===== src/rtl/serializer_tx.sv =====
// Bit-serial word transmitter: parallel word in via valid/ready, LSB-first
// bit stream out on data_out qualified by write_out strobes.
module serializer_tx #(
    parameter int WIDTH         = 8,
    parameter int STROBE_CYCLES = 1,
    parameter int GAP_CYCLES    = 1
) (
    input  logic                       clock,
    input  logic                       reset,
    input  logic [WIDTH-1:0]           data_in,
    input  logic                       valid_in,
    output logic                       ready_out,
    input  logic                       status_in,
    output logic                       data_out,
    output logic                       write_out,
    output logic                       busy_out,
    output logic [$clog2(WIDTH+1)-1:0] count_out
);

    localparam int CNTW = $clog2(WIDTH + 1);
    localparam int CMAX = (STROBE_CYCLES > GAP_CYCLES) ? STROBE_CYCLES : GAP_CYCLES;
    localparam int CW   = (CMAX > 1) ? $clog2(CMAX) : 1;

    typedef enum logic [1:0] {
        IDLE,
        WAIT_STATUS,
        DRIVE,
        GAP
    } state_t;

    state_t            state_q, state_d;
    logic [WIDTH-1:0]  shift_q, shift_d;
    logic [CNTW-1:0]   cnt_q, cnt_d;
    logic [CW-1:0]     cyc_q, cyc_d;
    logic              data_q, data_d;
    logic              write_q, write_d;
    logic              busy_q, busy_d;
    logic              ready_q, ready_d;

    logic accept;
    logic strobe_done;
    logic gap_done;
    logic last_bit;

    assign accept      = (state_q == IDLE) && valid_in && ready_q;
    assign strobe_done = (cyc_q == CW'(STROBE_CYCLES - 1));
    assign gap_done    = (cyc_q == CW'(GAP_CYCLES - 1));
    assign last_bit    = (cnt_q == CNTW'(WIDTH));

    always_ff @(posedge clock or posedge reset) begin
        if (reset) begin
            state_q <= IDLE;
            shift_q <= '0;
            cnt_q   <= '0;
            cyc_q   <= '0;
            data_q  <= 1'b0;
            write_q <= 1'b0;
            busy_q  <= 1'b0;
            ready_q <= 1'b1;
        end else begin
            state_q <= state_d;
            shift_q <= shift_d;
            cnt_q   <= cnt_d;
            cyc_q   <= cyc_d;
            data_q  <= data_d;
            write_q <= write_d;
            busy_q  <= busy_d;
            ready_q <= ready_d;
        end
    end

    always_comb begin
        state_d = state_q;
        unique case (state_q)
            IDLE:        if (accept) state_d = WAIT_STATUS;
            WAIT_STATUS: if (status_in) state_d = DRIVE;
            DRIVE:       if (strobe_done) state_d = GAP;
            GAP:         if (gap_done) state_d = last_bit ? IDLE : DRIVE;
            default:     state_d = IDLE;
        endcase
    end

    // ready lags the return to IDLE by one cycle so it rises after the final gap
    always_comb begin
        shift_d = shift_q;
        cnt_d   = cnt_q;
        cyc_d   = '0;
        data_d  = data_q;
        write_d = write_q;
        busy_d  = busy_q;
        ready_d = ready_q;
        unique case (state_q)
            IDLE: begin
                ready_d = !accept;
                busy_d  = accept;
                write_d = 1'b0;
                data_d  = 1'b0;
                if (accept) begin
                    shift_d = data_in;
                    cnt_d   = '0;
                end
            end
            WAIT_STATUS: begin
                ready_d = 1'b0;
                busy_d  = 1'b1;
                write_d = status_in;
                if (status_in) data_d = shift_q[0];
            end
            DRIVE: begin
                if (strobe_done) begin
                    write_d = 1'b0;
                    cnt_d   = cnt_q + CNTW'(1);
                end else begin
                    cyc_d = cyc_q + CW'(1);
                end
            end
            GAP: begin
                if (!gap_done) begin
                    cyc_d = cyc_q + CW'(1);
                end else if (last_bit) begin
                    busy_d = 1'b0;
                    data_d = 1'b0;
                    cnt_d  = '0;
                end else begin
                    shift_d = shift_q >> 1;
                    data_d  = shift_q[1];
                    write_d = 1'b1;
                end
            end
            default: begin
                write_d = 1'b0;
            end
        endcase
    end

    assign ready_out = ready_q;
    assign busy_out  = busy_q;
    assign data_out  = data_q;
    assign write_out = write_q;
    assign count_out = cnt_q;

endmodule

===== config.mk =====
export PLATFORM = sky130hd
export DESIGN_NAME = serializer_tx
export DESIGN_NICKNAME = d
export VERILOG_FILES = /design/src/rtl/serializer_tx.sv
export SDC_FILE = /design/constraint.sdc
export NUM_CORES = 1
export LEC_CHECK = 0
export ABC_CLOCK_PERIOD_IN_PS = 2200
export BUFFER_PORTS_ARGS = -buffer_cell sky130_fd_sc_hd__buf_2
export CAP_MARGIN = 20
export CORE_MARGIN = 4
export CORE_UTILIZATION = 50
export DETAILED_ROUTE_END_ITERATION = 8
export PLACE_DENSITY = 0.74
export SYNTH_ARGS = -nofsm -noshare
export SYNTH_HDL_FRONTEND = slang
export SYNTH_SLANG_ARGS = --single-unit

===== constraint.sdc =====
create_clock -name clock -period 2.2 [get_ports clock]
set_clock_uncertainty 0.15 [all_clocks]
set_input_delay 0.66 -clock clock [delete_from_list [all_inputs] [get_ports clock]]
set_output_delay 0.66 -clock clock [all_outputs]
set_load 0.01 [all_outputs]

==> metrics <==
status completed; Leak 0.000481 µW; clock-pin slew on the worst setup and hold paths 0.11 ns; Int Pwr between 800 and 900 µW; worst r2r src count_out[0]; post-synthesis sequential area ratio between 40% and 50%; CP arrival 1.88 ns; syn nets 98; initial antenna violation count 0; fmax roughly 540 MHz; Max Transition Viols Final 0; post-cts hold buffer count 0; drt wl/cell 13.1 µm; RSZ-0062 raised after global routing no; Setup Viol. Count Final 0; grt total ovfl 0; flops & latches, synth 18; Post-synth EDFFs 0; post-route ant nets 0; Max-Cap Viols 0; vias in the first global route around 700; DRC violations left 0; WL final around 1700 µm; largest net degree at the start of global routing 19; share of cells above drive strength 1 28.8%; initial core utilization between 50% and 60%; Port Buf Inserts 19; Crit Path Max Fanout 7; slew margin rel. a little under three fifths; Synth Cell Area 913 µm²; Die Area around 2600 µm²; fin nets 119; Die Height approximately 50 µm; Synth cell types 30; top routing layer used met4; setup bufs post-CTS 0; Clk Latency, worst-skew pair 0.28 ns; Placement Rows 15; Final Hold Fails 0; met1 WL 844 µm; GP Congestion around 0.77; syn avg cell area approximately 11 µm²; Synth Instances 84; cts repair resizes 0; Worst setup EP type register; Core Util, Final 60.6%; Critical Path Max Stage Delay 0.46 ns; Comb pwr share between 40% and 50%; n_diodes 0; Chip Width 50.7 µm; Worst-Margin Slew ~0.67 ns; total CTS buffers 3; gr usage total 15.0%; Top-Level Pins 20; Flop pwr share between 40% and 50%; Cell Chain, Critical Path inv_1, ha_1, and3b_1, or2_1, o221a_1; Synth area leader dfrtp_1; root buffer cell clkbuf_4; fraction of registers with async set/reset 100%; CTS Buffer Depth 2; clock share of power 12.2%; area share of the largest cell type after synthesis ~47%; met3 routed WL ~100 µm; crit path launch count_out[0]; via count 694; slowest CP cell dfrtp_1; Core ar. ~1700 µm²; Min Clock Period, post-route roughly 1.8 ns; crit share post-route 83.9%; drt via density roughly 5.4; Yosys warning count 0; synth-to-layout area growth 14.5%; Sw Share 37.6%; setup TNS 0 ns; met2 WL 734 µm; P_sw about 520 µW; Setup CP Type reg2reg; worst vdd ir just over 0.8 mV; Startpoint Class register; CTS tree built; synth top area cells dfrtp_1 47%, o221a_1 8.6%, nand2b_1 5.5%, dfstp_2 2.9%, ha_1 2.7%; first-pass GRT wire length 2940 µm; Critical Path RT between 2 and 2.5 ns; Hold Path Class in2async; HPWL Detailed 1250 µm; Starting DRT DRC Count 9; H-Tree Depth 1; clock sink total 18; Initial DRT Pass Iterations 4; main flop type after synthesis dfrtp_1; Cell Pwr Density between 1000 and 1500 nW/µm²
[cells in the mapped netlist (3+ instances only)]
cell / instances
dfrtp_1: 17
nand2b_1: 8
o221a_1: 7
nand2_1: 5
o21ai_0: 5
a21oi_1: 4
inv_1: 4
nor2b_1: 3
nor3_1: 3
[layer usage]
layer | vias to the layer above | GRT usage, %
li1 | 346 | -
met1 | 323 | 20.2
met2 | 23 | 22.8
met3 | 2 | 2.97
met4 | 0 | 7.62
met5 | - | 0
[per-stage QoR]
step | setup WS [ns] | hold WS (ns) | instance area, µm² | power [µW] | cells
after floorplan | 0.363 | 0.365 | 913 | 1080 | 84
after CTS | 0.335 | 0.319 | 1050 | 1410 | 129
after global placement | 0.383 | 0.363 | 1020 | 1210 | 125
after global routing | 0.247 | 0.349 | 1050 | 1510 | 129
final | 0.354 | 0.290 | 1050 | 1390 | 129
after detailed placement | 0.339 | 0.372 | 1020 | 1240 | 125
[worst max-delay path, delay by kind of cell, from the launching register on]
family / cells / cell delay [ns]
simple gates: 2 / 0.59
buf+inv: 1 / 0.07
flops: 1 / 0.46
compound gates: 1 / 0.28
fa+ha+maj: 1 / 0.21
[power groups by stage]
stage / clock network (µW) / registers [µW] / logic [µW]
3_3_place_gp: 0 / 610 / 600
5_1_grt: 185 / 635 / 694
2_1_floorplan: 0 / 620 / 456
4_1_cts: 172 / 612 / 622
3_5_place_dp: 0 / 615 / 621
6_report: 170 / 610 / 614
[flip-flops by register name, summed over array words and instances (netlist names)]
| signal | cells |
|---|---|
| ready_out | 1 |
| state_q | 2 |
| write_out | 1 |
| data_out | 1 |
| shift_q | 8 |
| count_out | 4 |
| busy_out | 1 |
[cell usage in the layout, fill, tap and decap left out]
cell and n:
a22o_1 1, nor2_1 2, nand4b_1 1, dfrtp_1 17
o21ai_0 5, a211o_1 1, a31oi_1 1, nand2b_1 8
nor3_1 3, clkbuf_1 1, nand2_1 5, nand3_1 2
buf_2 19, a21oi_1 4, o221a_2 2, mux2i_1 1
and3_1 1, o211ai_1 1, dfstp_2 1, ha_1 2
a21o_1 2, clkbuf_4 3, or2_1 1, nor2b_1 3
buf_4 2, a21bo_2 1, and3b_1 1, o21bai_2 1
inv_1 4, o221a_1 7, and4bb_2 1
[final cells by class]
cell class | instances | area [µm²]
fill | 168 | 681
sequential | 18 | 452
multi-input combinational | 57 | 412
timing repair buffer | 21 | 110
tap | 25 | 31.3
clock buffer | 4 | 26.3
inverter | 4 | 15.0
[worst paths after layout]
check | endpoint | slack (ns) | depth (start not counted)
worst min-delay path | shift_q[3] | 0.29 | 2
worst max-delay path | shift_q[5] | 0.35 | 5
worst max register to register | shift_q[5] | 0.35 | 5
max in group asynchronous | state_q[1] | 1.17 | 2
worst min register to register | ready_out | 0.38 | 1
min in group clock | ready_out | 0.38 | 1
[logic make-up (layout without fill, tap and decap cells)]
logic type                 after synthesis  after routing  synth area share [%]
DFF                                     18             18                  49.5
muxes                                    1              1                  1.10
buffers and inverters                    9             29                  5.48
AOI/OAI and AO/OA                       26             26                  23.4
and+or+nand+nor                         28             28                  17.8
adders and majority gates                2              2                  2.74
Power figures use the tool's default switching activity.
